$ cat config.mk
export PLATFORM = sky130hd
export DESIGN_NAME = dsp_addsub_arbiter
export DESIGN_NICKNAME = d
export VERILOG_FILES = /design/src/rtl/dsp_addsub_arbiter_pkg.sv /design/src/rtl/dsp_addsub_arbiter_core.sv /design/src/rtl/dsp_addsub_arbiter.sv
export SDC_FILE = /design/constraint.sdc
export NUM_CORES = 1
export LEC_CHECK = 0
export ABC_AREA = 1
export BUFFER_PORTS_ARGS = -buffer_cell sky130_fd_sc_hd__buf_2
export CORE_MARGIN = 5
export CORE_UTILIZATION = 50
export CTS_CLUSTER_DIAMETER = 100
export DETAILED_ROUTE_END_ITERATION = 6
export PLACE_DENSITY_LB_ADDON = 0.08
export SYNTH_ARGS = -nofsm -noshare
export SYNTH_HDL_FRONTEND = slang
export SYNTH_HIERARCHICAL = 1
export SYNTH_SLANG_ARGS = --single-unit
$ cat constraint.sdc
create_clock -name clk -period 3.2 [get_ports clk]
set_input_delay 0.64 -clock clk [delete_from_list [all_inputs] [get_ports clk]]
set_output_delay 0.64 -clock clk [all_outputs]
set_load 0.005 [all_outputs]
$ cat src/rtl/dsp_addsub_arbiter_pkg.sv
// Shared definitions for the DSP add/sub arbiter: FSM encoding, op codes, datapath width.
package dsp_addsub_arbiter_pkg;

    localparam int DATA_W = 32;

    localparam logic OP_ADD = 1'b0;
    localparam logic OP_SUB = 1'b1;

    typedef enum logic [1:0] {
        S_IDLE = 2'd0,
        S_EXEC = 2'd1,
        S_RESP = 2'd2
    } state_t;

endpackage

$ cat src/rtl/dsp_addsub_arbiter_core.sv
// Combinational 32-bit add/sub matching the MAC16 bypassed adder: two 16-bit halves,
// the upper half taking the lower half's carry out, subtract as a + ~b + 1.
module dsp_addsub_arbiter_core
    import dsp_addsub_arbiter_pkg::*;
(
    input  logic [DATA_W-1:0] a,
    input  logic [DATA_W-1:0] b,
    input  logic              sub,
    output logic [DATA_W-1:0] result,
    output logic              carry
);

    logic [DATA_W-1:0] b_eff;
    logic [16:0]       sum_lo;
    logic [16:0]       sum_hi;

    always_comb begin
        b_eff  = sub ? ~b : b;
        // The +1 for subtract enters at the bottom half; add uses CI=0.
        sum_lo = {1'b0, a[15:0]} + {1'b0, b_eff[15:0]} + {16'd0, sub};
        sum_hi = {1'b0, a[31:16]} + {1'b0, b_eff[31:16]} + {16'd0, sum_lo[16]};
        result = {sum_hi[15:0], sum_lo[15:0]};
        carry  = sum_hi[16];
    end

endmodule

$ cat src/rtl/dsp_addsub_arbiter.sv
// Round-robin arbiter sharing one add/sub DSP path among NREQ requesters,
// one operation in flight: IDLE (grant) -> EXEC (compute) -> RESP (hold until taken).
module dsp_addsub_arbiter
    import dsp_addsub_arbiter_pkg::*;
#(
    parameter int NREQ = 2,
    parameter int IDW  = 1
) (
    input  logic                   clk,
    input  logic                   rst_n,
    input  logic [NREQ-1:0]        req_valid,
    output logic [NREQ-1:0]        req_ready,
    input  logic [NREQ-1:0]        req_op,
    input  logic [NREQ*DATA_W-1:0] req_a,
    input  logic [NREQ*DATA_W-1:0] req_b,
    output logic                   rsp_valid,
    input  logic                   rsp_ready,
    output logic [IDW-1:0]         rsp_id,
    output logic [DATA_W-1:0]      rsp_result,
    output logic                   rsp_carry
);

    localparam logic [IDW:0]   NREQ_W   = (IDW+1)'(NREQ);
    localparam logic [IDW-1:0] LAST_RST = IDW'(NREQ - 1);

    state_t            state;
    state_t            state_nxt;
    logic [IDW-1:0]    last_grant;
    logic [IDW-1:0]    grant_idx;
    logic              grant_any;
    logic [IDW:0]      cand;
    logic              accept;

    logic [DATA_W-1:0] op_a;
    logic [DATA_W-1:0] op_b;
    logic              op_sub;
    logic [IDW-1:0]    op_id;
    logic [DATA_W-1:0] core_result;
    logic              core_carry;

    logic [DATA_W-1:0] a_arr [NREQ];
    logic [DATA_W-1:0] b_arr [NREQ];

    for (genvar i = 0; i < NREQ; i++) begin : g_unpack
        assign a_arr[i] = req_a[i*DATA_W +: DATA_W];
        assign b_arr[i] = req_b[i*DATA_W +: DATA_W];
    end

    // Scan downward so the candidate closest after last_grant is the one left standing.
    always_comb begin
        grant_any = 1'b0;
        grant_idx = last_grant;
        cand      = '0;
        for (int k = NREQ; k >= 1; k--) begin
            cand = {1'b0, last_grant} + (IDW+1)'(k);
            if (cand >= NREQ_W) begin
                cand = cand - NREQ_W;
            end
            if (req_valid[cand[IDW-1:0]]) begin
                grant_any = 1'b1;
                grant_idx = cand[IDW-1:0];
            end
        end
    end

    assign accept = (state == S_IDLE) && grant_any;

    always_comb begin
        req_ready = '0;
        if (rst_n && accept) begin
            req_ready[grant_idx] = 1'b1;
        end
    end

    always_ff @(posedge clk or negedge rst_n) begin
        if (!rst_n) begin
            state <= S_IDLE;
        end else begin
            state <= state_nxt;
        end
    end

    always_comb begin
        state_nxt = state;
        case (state)
            S_IDLE: if (grant_any) state_nxt = S_EXEC;
            S_EXEC: state_nxt = S_RESP;
            S_RESP: if (rsp_ready) state_nxt = S_IDLE;
            default: state_nxt = S_IDLE;
        endcase
    end

    always_ff @(posedge clk or negedge rst_n) begin
        if (!rst_n) begin
            last_grant <= LAST_RST;
            op_a       <= '0;
            op_b       <= '0;
            op_sub     <= OP_ADD;
            op_id      <= '0;
            rsp_valid  <= 1'b0;
            rsp_id     <= '0;
            rsp_result <= '0;
            rsp_carry  <= 1'b0;
        end else begin
            if (accept) begin
                op_a       <= a_arr[grant_idx];
                op_b       <= b_arr[grant_idx];
                op_sub     <= req_op[grant_idx];
                op_id      <= grant_idx;
                last_grant <= grant_idx;
            end
            if (state == S_EXEC) begin
                rsp_result <= core_result;
                rsp_carry  <= core_carry;
                rsp_id     <= op_id;
                rsp_valid  <= 1'b1;
            end else if (state == S_RESP && rsp_ready) begin
                rsp_valid  <= 1'b0;
            end
        end
    end

    dsp_addsub_arbiter_core u_core (
        .a      (op_a),
        .b      (op_b),
        .sub    (op_sub),
        .result (core_result),
        .carry  (core_carry)
    );

endmodule

Word-level counts from Yosys, hierarchy flattened:

Cells that the tools add are included.
Widths: inputs -> output; s select.

* bits in latches: 0
* bits of input ports: 135
* bits in read-only memories: 0
* memory bits (writable): 0
* memories kept: 0
* output and inout bits: 37
* register bits: 104
* word-level logic and storage cells: 65

* eq/ne operators: 4
* $lt $le $gt $ge: 7
* reduce and logical (&&, ||, !) cells: 7
* multiply operators: 0
* $add $sub $neg: 8
* bitwise gates (word level): 2
* muxes and demuxes: 27
* divide/modulo/power cells: 0
* shift-type cells: 0

Operators by type and width (number)
* $mux 32: 7
* $add 16x16->17: 2
* $add 17x1->17: 2
* $not 32->32: 1
* $mux 1: 15
* $ge 2x2->1 const B: 3
* $lt 1x2->1 const B: 3
* $mux 2: 3
* $pmux 2 s3: 1
* $logic_and 1x1->1: 4
* $ne 2x2->1 const B: 2
* $add 1x1->2 const B: 1
* $add 1x2->2 const B: 1
* $eq 2x1->1 const B: 1
* $eq 2x2->1 const B: 1
* $logic_not 2->1: 1
* $not 1->2: 1
* $reduce_and 2->1: 1
* $reduce_bool 2->1: 1
* $sub 1x1->1 const B: 2
* $demux 1 s1: 1
* $ge 1x1->1 const B: 1

Depth between registers and ports, before layout:

* depth in word-level cells: 12
* mapped depth: 22
* mapped depth without buffers: 21

Hierarchy:

The synthesis kept the hierarchy.

By module, submodules not included
* dsp_addsub_arbiter: area each 5233.8 um^2, seq. area each 2603.7 um^2, cells an instance 671, instances 1
* dsp_addsub_arbiter_core: area each 2010.7 um^2, seq. area each 0.0 um^2, cells an instance 351, instances 1

Least setup slack after synthesis:

Ideal clock, no wire load.

* path type: register to register
* start: register op_sub
* end: register rsp_result[30]
* library setup time: 0.116 ns
* cell stages (with the launch flop): 23
* period minus slack after synthesis: 3.369 ns
* path slack: -0.169 ns
* required time: 3.084 ns
* data arrival time: 3.253 ns
* buffers on the path: 2
* cell sequence: dfrtp_1 > buf_4 > buf_2 > xor2_1 > ha_1 > a21oi_2 > nor2_1 > o21ai_1 > nand3_1 > nand2_1 > nand2_1 > fa_1 > fa_1 > nand3_1 > nand2_1 > nand3_1 > nand2_1 > nand2_1 > nand2_1 > nand2_1 > nand2_1 > nand2_1 > nand2_1

* word-level cells in the longest chain between the ends: 4
* elaborated cells between the ends (all ways): 5
* those cells by class: add/sub: 4; mux: 1

RTL lines
* from (decl): line dsp_addsub_arbiter.sv:36 `logic op_sub;`
* from (signal assigned): line dsp_addsub_arbiter.sv:108 `op_sub <= req_op[grant_idx];`
* $mux 32: line dsp_addsub_arbiter_core.sv:18 `b_eff = sub ? ~b : b;`
* $add 16x16->17: line dsp_addsub_arbiter_core.sv:20 `sum_lo = {1'b0, a[15:0]} + {1'b0, b_eff[15:0]} + {16'd0, sub};`
* $add 17x1->17: line dsp_addsub_arbiter_core.sv:20
* $add 17x1->17 (*): line dsp_addsub_arbiter_core.sv:21 `sum_hi = {1'b0, a[31:16]} + {1'b0, b_eff[31:16]} + {16'd0, sum_lo[16]};`
* via core_result[30]: line dsp_addsub_arbiter.sv:38 `logic [DATA_W-1:0] core_result;`
* to (signal assigned): line dsp_addsub_arbiter.sv:113 `rsp_result <= core_result;`
* to (decl): line dsp_addsub_arbiter.sv:19 `output logic [DATA_W-1:0] rsp_result,`

Mark *: on every way through the listed nets, which the timed path passes. The rest lies on a longest branch.
A chain may end at the register's enable or synchronous reset.

Final worst setup path:

* start: register op_sub
* end: register rsp_carry

* word-level cells in the longest chain between the ends: 4
* elaborated cells between the ends (all ways): 5
* those cells by class: add/sub: 4; mux: 1

RTL lines
* $mux 32: line dsp_addsub_arbiter_core.sv:18
* $add 16x16->17: line dsp_addsub_arbiter_core.sv:20
* $add 17x1->17: line dsp_addsub_arbiter_core.sv:20
* $add 17x1->17 (*): line dsp_addsub_arbiter_core.sv:21
* via core_carry: line dsp_addsub_arbiter.sv:39 `logic core_carry;`
* to (signal assigned): line dsp_addsub_arbiter.sv:114 `rsp_carry <= core_carry;`
* to (decl): line dsp_addsub_arbiter.sv:20 `output logic rsp_carry`

Marked as above.

==> impl_metrics.yaml <==
run_status:
  outcome: "completed"
yosys:
  synth_area_per_cell_um2: 7.09
  ys.flop_type: "dfrtp_1"
  async_flop_share: 1.00
  yosysTopAreaCell: "dfrtp_1"
  yosysUniqueCellTypes: 31
  syn-num-nets: 1190
  synth_area_leaders: "dfrtp_1 (36%), nand2_1 (18%), nand3_1 (11%)"
  ys_ff_latch: 104
  yosysTopAreaCellShare: 0.356
  synthesis.area_um2: 7240
  synth_common_cells: "nand2_1 (354), nand3_1 (153), inv_1 (117)"
  synthCells: 1022
  synth_most_common_cell: "nand2_1"
  synth-edff-count: 0
  seq_area_frac_synth: 0.359
  yosysWarnings: 6
floorplanning:
  rows: 44
  die_area_um2: 17000
  initial_core_util: 0.504
  ios: 172
  die_x_um: 130
  coreArea_um2: 14400
  die_h_um: 130
global_route:
  grt_first_pass_wirelength_um: 32200
  track_usage: 0.235
  grt_max_degree: 75
  overflow: 0
  antenna_found_initial: 1
  grt_pass1_vias: 6370
worst_setup_path:
  criticalPathCategory: "flip-flop to flip-flop"
  crit_arrival_ns: 3.44
  cp_slowest_stage_delay_ns: 0.44
  cp-end-kind: "flip-flop"
  reg2reg_to: "rsp_carry"
  crit_start: "op_sub"
  r2r_start: "op_sub"
  cp_common_cell: "nand2_2"
  cp_slowest_cell: "dfrtp_2"
  cp.required_ns: 3.44
  crit_path_start_kind: "flip-flop"
  r2r_setup_slack_ns: 0.002
  path_cells: "buf_6 -> xor2_1 -> ha_1 -> a21oi_2 -> nor2_1 -> nor2_1 -> nand3_2 -> nand2_2 -> nand2_2 -> fa_2 -> fa_2 -> nand3_2 -> nand2_2 -> nand2_1 -> nand2_2 -> nand2_2 -> nand2_2 -> nand2_1 -> nand2_1 -> nand2_1 -> nand2_1"
  reg2reg_depth: 21
  path_max_fanout: 6
route:
  dr.first_iter.drc_count: 503
  avgViaCountPerCell: 5.02
  ant_nets: 0
  detail_route.wl_per_cell_um: 14.2
  via_count: 6910
  wl_um: 19600
  drc: 0
  firstDrtPassIters: 5
timing:
  period_minus_slack_ns: 3.20
  rsz0062_at_grt: "yes"
  setup_viol: 0
  fin_ws_ns: 0.00180
  fmax_mhz: 313
  finalMaxSlewViolations: 0
  finClkSkew_ns: 0.0106
  hold_slack_ns: 0.218
  tightest_slew_ns: 0.930
  fin_crit_sh: 0.999
  hold_viol: 0
  maxSlewHeadroom: 0.380
place:
  dp.final_hpwl_um: 14700
  io_buffer_count: 171
  dp_cells: 1355
  finalWeightedCongestion: 0.923
  preCtsSetupSlack_ns: -0.0695
pwr:
  leakage_nw: 5.17
  p_per_area_nw_per_um2: 1360
  ir_drop_mv: 0.647
layout:
  fin_cells: 1376
  nNetsFinal: 1355
  drive_gt1_frac: 0.225
  syn2layout_area_growth_pct: 21.8
  insertedDiodeCount: 0
cts:
  clk_transition_reported_paths_ns: 0.07
  cts_tree: "yes"
  cts_root_buffer: "clkbuf_16"
  cts_buffer_depth: 2
  numCtsBuffers: 9
  clk_latency_ns: 0.35
  htree_levels: 3
  clock-sinks: 104
hold_path:
  holdCritPathClass: "primary input to async pin"
run:
  cap_violations: 0
==> layout make-up <==
| cell class | count | area (µm²) |
|---|---|---|
| well taps | 184 | 230 |
| inverters | 122 | 458 |
| repair buffers | 206 | 1170 |
| multi-input cells | 744 | 4000 |
| fillers | 1405 | 5540 |
| clock inverters | 7 | 144 |
| flip-flops and latches | 104 | 2610 |
| clock buffers | 9 | 225 |
==> stage by stage <==
stage / total power, mW / instance area [µm²] / utilization / TNS, ns
floorplan: 8.00 / 7260 / - / 0
global placement: 10.2 / 8330 / 0.580 / -0.0130
detailed placement: 10.3 / 8330 / 0.580 / -0.272
CTS: 11.8 / 8740 / 0.608 / -0.0506
global route: 13.3 / 8830 / 0.614 / -1.06
finish: 12.0 / 8830 / 0.614 / 0
==> critical path, delay by kind of cell, from the launching register on <==
family,cells,cell delay [ns]
DFF,1,0.44
adders and majority gates,3,1.05
xor gates and xnor gates,1,0.15
buffers and inverters,1,0.14
and+or+nand+nor,15,1.15
AOI/OAI and AO/OA,1,0.16
==> worst max-delay path by stage <==
stage                           to  slack [ns]  depth (start not counted)
floorplan           rsp_result[30]       0.001                         22
global placement    rsp_result[30]      -0.008                         21
detailed placement       rsp_carry       -0.07                         21
CTS                      rsp_carry       -0.02                         21
global route        rsp_result[30]       -0.24                         21
finish                   rsp_carry       0.002                         21
==> cell families (layout without fill, tap and decap cells) <==
| logic type | Yosys count | count (layout) | synth area share |
|---|---|---|---|
| AOI/OAI and AO/OA | 46 | 46 | 0.0351 |
| adders and majority gates | 33 | 33 | 0.0601 |
| buffers and inverters | 174 | 344 | 0.102 |
| xor gates and xnor gates | 45 | 45 | 0.0544 |
| DFF | 104 | 104 | 0.359 |
| and+or+nand+nor | 620 | 620 | 0.389 |
==> sequential cells by signal, indices dropped and copies added (netlist names) <==
register / cells
rsp_carry: 1
op_id: 1
op_sub: 1
rsp_valid: 1
op_a: 32
rsp_result: 32
op_b: 32
rsp_id: 1
state: 2
last_grant: 1
==> timing repair <==
action | 4_1_cts | 5_1_grt
buffers inserted | 1 | 4
setup endpoints to repair | 5 | 14
resized for setup | 9 | 18
pin swaps | 4 | 13
hold buffers | 0 | 0
==> layer usage <==
| layer | vias to the layer above | global-route usage | part of all wire |
|---|---|---|---|
| met5 | - | 0 | 0.00056 |
| met2 | 208 | 0.310 | 0.39 |
| li1 | 3556 | - | - |
| met3 | 19 | 0.0439 | 0.074 |
| met4 | 2 | 0.0617 | 0.013 |
| met1 | 3125 | 0.388 | 0.53 |
==> cells in the final DEF, fill, tap and decap left out, drive strengths merged <==
master and instances:
nand3 153, nor2 29, dfrtp 103, dfstp 1, buf 206, and2 5
ha 30, a31oi 1, xnor2 2, o21bai 2, nand4 2, o21ai 14
clkinv 1, nor3 4, xor2 43, clkinvlp 2, nand2 362, bufinv 4
clkbuf 9, nand3b 65, inv 122, a21oi 25, a21o 4, fa 3
==> where the power goes <==
group | switching, mW | internal (mW) | total, mW
Sequential | 0.467 | 2.00 | 2.46
Combinational | 4.97 | 3.26 | 8.23
Clock | 0.494 | 0.845 | 1.34
Note: power is estimated with default switching activity, not from simulation.
